<file path="src/rtl/muxb_if.sv">
// Port bundle for the registered 2:1 mux: select/data in, registered result out.
interface muxb_if #(
    parameter int WIDTH = 4
);
    logic [WIDTH-1:0] d0;
    logic [WIDTH-1:0] d1;
    logic             s;
    logic [WIDTH-1:0] y;
    logic             y_valid;

    modport master (output d0, d1, s, input  y, y_valid);
    modport slave  (input  d0, d1, s, output y, y_valid);
endinterface

</file>
<file path="src/rtl/muxb.sv">
// Registered 2:1 mux: captures d1 when s is 1, otherwise d0, on every clock edge.
// y_valid marks that y holds a captured sample rather than the reset value.
module muxb #(
    parameter int WIDTH = 4
) (
    input  logic   clk,
    input  logic   rst,
    muxb_if.slave  bus
);
    logic [WIDTH-1:0] y_q;
    logic             vld_q;

    // An unknown select must fall through to d0, so test s explicitly rather than
    // using a ternary that would merge d0/d1 in simulation.
    always_ff @(posedge clk) begin
        if (rst) begin
            y_q   <= '0;
            vld_q <= 1'b0;
        end else begin
            if (bus.s == 1'b1) y_q <= bus.d1;
            else               y_q <= bus.d0;
            vld_q <= 1'b1;
        end
    end

    assign bus.y       = y_q;
    assign bus.y_valid = vld_q;
endmodule

</file>
<file path="src/flat_wrapper.sv">
// flat-port wrapper written by rule: the top's interface ports become plain ports
module muxb_flat 
#(
    parameter int WIDTH = 4
)
  (clk, rst, bus_d0, bus_d1, bus_s, bus_y, bus_y_valid);
  muxb_if #(.WIDTH(WIDTH)) bus_i ();
  input  logic clk;
  input  logic rst;
  input wire logic [$bits(bus_i.d0)-1:0] bus_d0;
  input wire logic [$bits(bus_i.d1)-1:0] bus_d1;
  input wire logic [$bits(bus_i.s)-1:0] bus_s;
  output wire logic [$bits(bus_i.y)-1:0] bus_y;
  output wire logic [$bits(bus_i.y_valid)-1:0] bus_y_valid;
  assign bus_i.d0 = bus_d0;
  assign bus_i.d1 = bus_d1;
  assign bus_i.s = bus_s;
  assign bus_y = bus_i.y;
  assign bus_y_valid = bus_i.y_valid;
  muxb #(.WIDTH(WIDTH)) u_core (.clk(clk), .rst(rst), .bus(bus_i));
endmodule
</file>
<file path="config.mk">
export PLATFORM = sky130hd
export DESIGN_NAME = muxb_flat
export DESIGN_NICKNAME = d
export VERILOG_FILES = /design/src/rtl/muxb_if.sv /design/src/rtl/muxb.sv /design/src/flat_wrapper.sv
export SDC_FILE = /design/constraint.sdc
export NUM_CORES = 1
export LEC_CHECK = 0
export BUFFER_PORTS_ARGS = -buffer_cell sky130_fd_sc_hd__buf_2
export CORE_AREA = 2 2 39 41
export CTS_BUF_LIST = sky130_fd_sc_hd__clkbuf_8
export CTS_CLUSTER_SIZE = 14
export DETAILED_ROUTE_END_ITERATION = 7
export DIE_AREA = 0 0 41 43
export GPL_TIMING_DRIVEN = 0
export PLACE_DENSITY_LB_ADDON = 0.1
export SKIP_LAST_GASP = 1
export SYNTH_ARGS = -nofsm -noshare
export SYNTH_HDL_FRONTEND = slang
export SYNTH_SLANG_ARGS = --single-unit
</file>
<file path="constraint.sdc">
create_clock -name clk -period 2 [get_ports clk]
set_clock_uncertainty 0.1 [all_clocks]
set_input_delay 0.3 -clock clk [delete_from_list [all_inputs] [get_ports clk]]
set_output_delay 0.3 -clock clk [all_outputs]
set_load 0.03 [all_outputs]
</file>
==> summary.md <==
| Metric | Value |
|---|---|
| Slew Limit Headroom | `91.2%` |
| P_leak | `0.000168 uW` |
| Max Cap Viol | `0` |
| Arrival @ worst endpoint | `690 ps` |
| Share of the synthesized area in the top cell type | `61.1%` |
| Top cells by area, synth | `dfxtp_1 61%, mux2i_1 24%, nor2_1 9.2%` |
| Gr ovfl total | `0` |
| Placed cell count | `45` |
| CTS tree | `done` |
| Hold WS | `184 ps` |
| Gr usage total | `6.13%` |
| Crit path max-delay cell type | `dfxtp_1` |
| Pre-CTS setup slack | `1070 ps` |
| Vias per inst | `3.24` |
| Post-route design area | `299 um^2` |
| Outcome | `finished clean` |
| Most area-hungry cell type in the Yosys netlist | `dfxtp_1` |
| Ports | `16` |
| Compound-Gate Fraction of Synth Area | `0%` |
| Rows | `14` |
| Post-synth cell types | `5` |
| # resized after CTS | `0` |
| Chip Width | `41 um` |
| Post-synthesis adder-cell area fraction | `0%` |
| Worst-path clk slew | `30 ps` |
| Synthesized area | `164 um^2` |
| Post-Synth XOR/XNOR Area | `0%` |
| Max Clock Freq | `914 MHz` |
| Antenna cells | `0` |
| Synth Area in Simple Gates | `9.16%` |
| Total wire length | `369 um` |
| CP Class | `flip-flop to output port` |
| Post-route insts no fill | `49` |
| Area of the die | `0.00176 mm^2` |
| Final Hold Fails | `0` |
| PwrDens | `1080 mW/mm^2` |
| Antenna-violating nets left | `0` |
| Worst Hold Launch | `rst` |
| Nets | `45` |
| Max-slew violations | `0` |
| CTS sink cnt | `5` |
| Synthesized Nets | `26` |
| Final setup viols | `0` |
| Clock root buffer | `clkbuf_8` |
| Antenna violations before repair | `0` |
| Crit path from | `u_core.bus.y[3]$_SDFF_PP0_` |
| CP Launch Type | `flip-flop` |
| Post-synthesis sequential area ratio | `61.1%` |
| CTS max path bufs | `2` |
| Register area | `100 um^2` |
| Crit-path cells | `buf_2` |
| Mux share of post-synthesis cell area | `24.4%` |
| Post-CTS Setup Inserts | `0` |
| Tmin final | `1090 ps` |
| Avg Synthesized Cell Area | `10.9 um^2` |
| PortBufs | `14` |
| Unrepaired setup endpoints after global routing | `no` |
| Hold-fix buffers at CTS | `0` |
| Post-synthesis register bit count | `5` |
| Peak VDD IR | `0.200 mV` |
| Mapped Cells | `15` |
| Critical path buffers and inverters | `1` |
| DRC viols | `0` |
| Vias in the first global route | `161` |
| Data required, critical path | `1600 ps` |
| Avg WL per Cell | `7.53 um` |
| Initial DRC Count | `1` |
| Drt first pass iters | `3` |
| Die height | `43 um` |
| Final period util | `54.7%` |
| Crit-path leading delay family | `flip-flops` |
| Worst slew pin tran | `128 ps` |
| Via count | `159` |
| Worst path max stage delay | `290 ps` |
| Initial core utilization | `11.8%` |
| Synth Warn # | `0` |
| Setup TNS | `0 ps` |
| Share of cells above drive strength 1 | `54.5%` |
| Cell Area, Placed | `254 um^2` |
| Area of the multi-input gates | `55.1 um^2` |
| First-pass GRT wire length | `621 um` |
| H-tree depth | `1` |
| Area Overhead vs Synth | `82.4%` |
| Final worst slack | `906 ps` |
| CP Max Fanout | `1` |
| Hold Path Class | `input pin to flip-flop` |
| GP Congestion | `0.684` |
| Filler cells | `164` |
| Core footprint | `0.00138 mm^2` |
| Clock buffer count from CTS | `3` |
| Largest net degree at the start of global routing | `6` |
| Critical path endpoint category | `output port` |
| Largest family of logic cells by synthesized area | `multiplexers` |
[Yosys cell counts (all sizes together)]
master and count:
mux2i 4, dfxtp 5, nor2 4, inv 1, clkbuf 1
[worst paths after layout]
check / slack, ps / to / depth (start not counted)
worst min-delay path: 180 / u_core.bus.y_valid$_DFF_P_ / 2
worst max-delay path: 910 / bus_y[3] / 1
[cell type report]
type                       instances  share of cell area (%)
sequential                         5                    33.5
clock inverter                     1                    1.26
multi-input combinational          8                    18.4
timing repair buffer              14                    23.4
clock buffer                       3                    13.8
inverter                           1                    1.26
tap                               16                    6.69
buffer                             1                    1.67
[per-layer routing]
metal,wire (um),global-route usage (%),up-vias,part of all wire (%)
li1,-,-,83,-
met1,127,5.16,64,34
met2,183,7.50,10,50
met3,43,3.14,2,12
met4,14,10.0,0,3.8
met5,0,0,-,0
[cells in the final DEF (no fill, tap or decap)]
cell       n
inv_1      2
clkbuf_8   3
mux2i_1    4
clkbuf_2   1
dfxtp_1    5
buf_2     14
nor2_1     4
[through the flow]
| stage | utilization (%) | total power, uW |
|---|---|---|
| global route | 21.6 | 338 |
| global placement | 18.4 | 149 |
| detailed placement | 18.4 | 149 |
| CTS | 21.6 | 330 |
| finish | 21.6 | 322 |
| floorplan | - | 132 |
[state kept, by name, indices dropped and copies added, names as in the netlist]
signal and count:
u_core.bus.y 4, u_core.bus.y_valid 1
[power by group]
| group | internal, uW | total (uW) | switching (uW) |
|---|---|---|---|
| Combinational | 15.9 | 38.7 | 22.8 |
| Clock | 131 | 175 | 44.0 |
| Sequential | 107 | 108 | 1.10 |
| Total | 254 | 322 | 67.9 |
[cells by family after synthesis]
kind of cell | after synthesis
flops | 5
mux | 4
simple gates | 4
buf+inv | 2
Power figures use the tool's default switching activity.
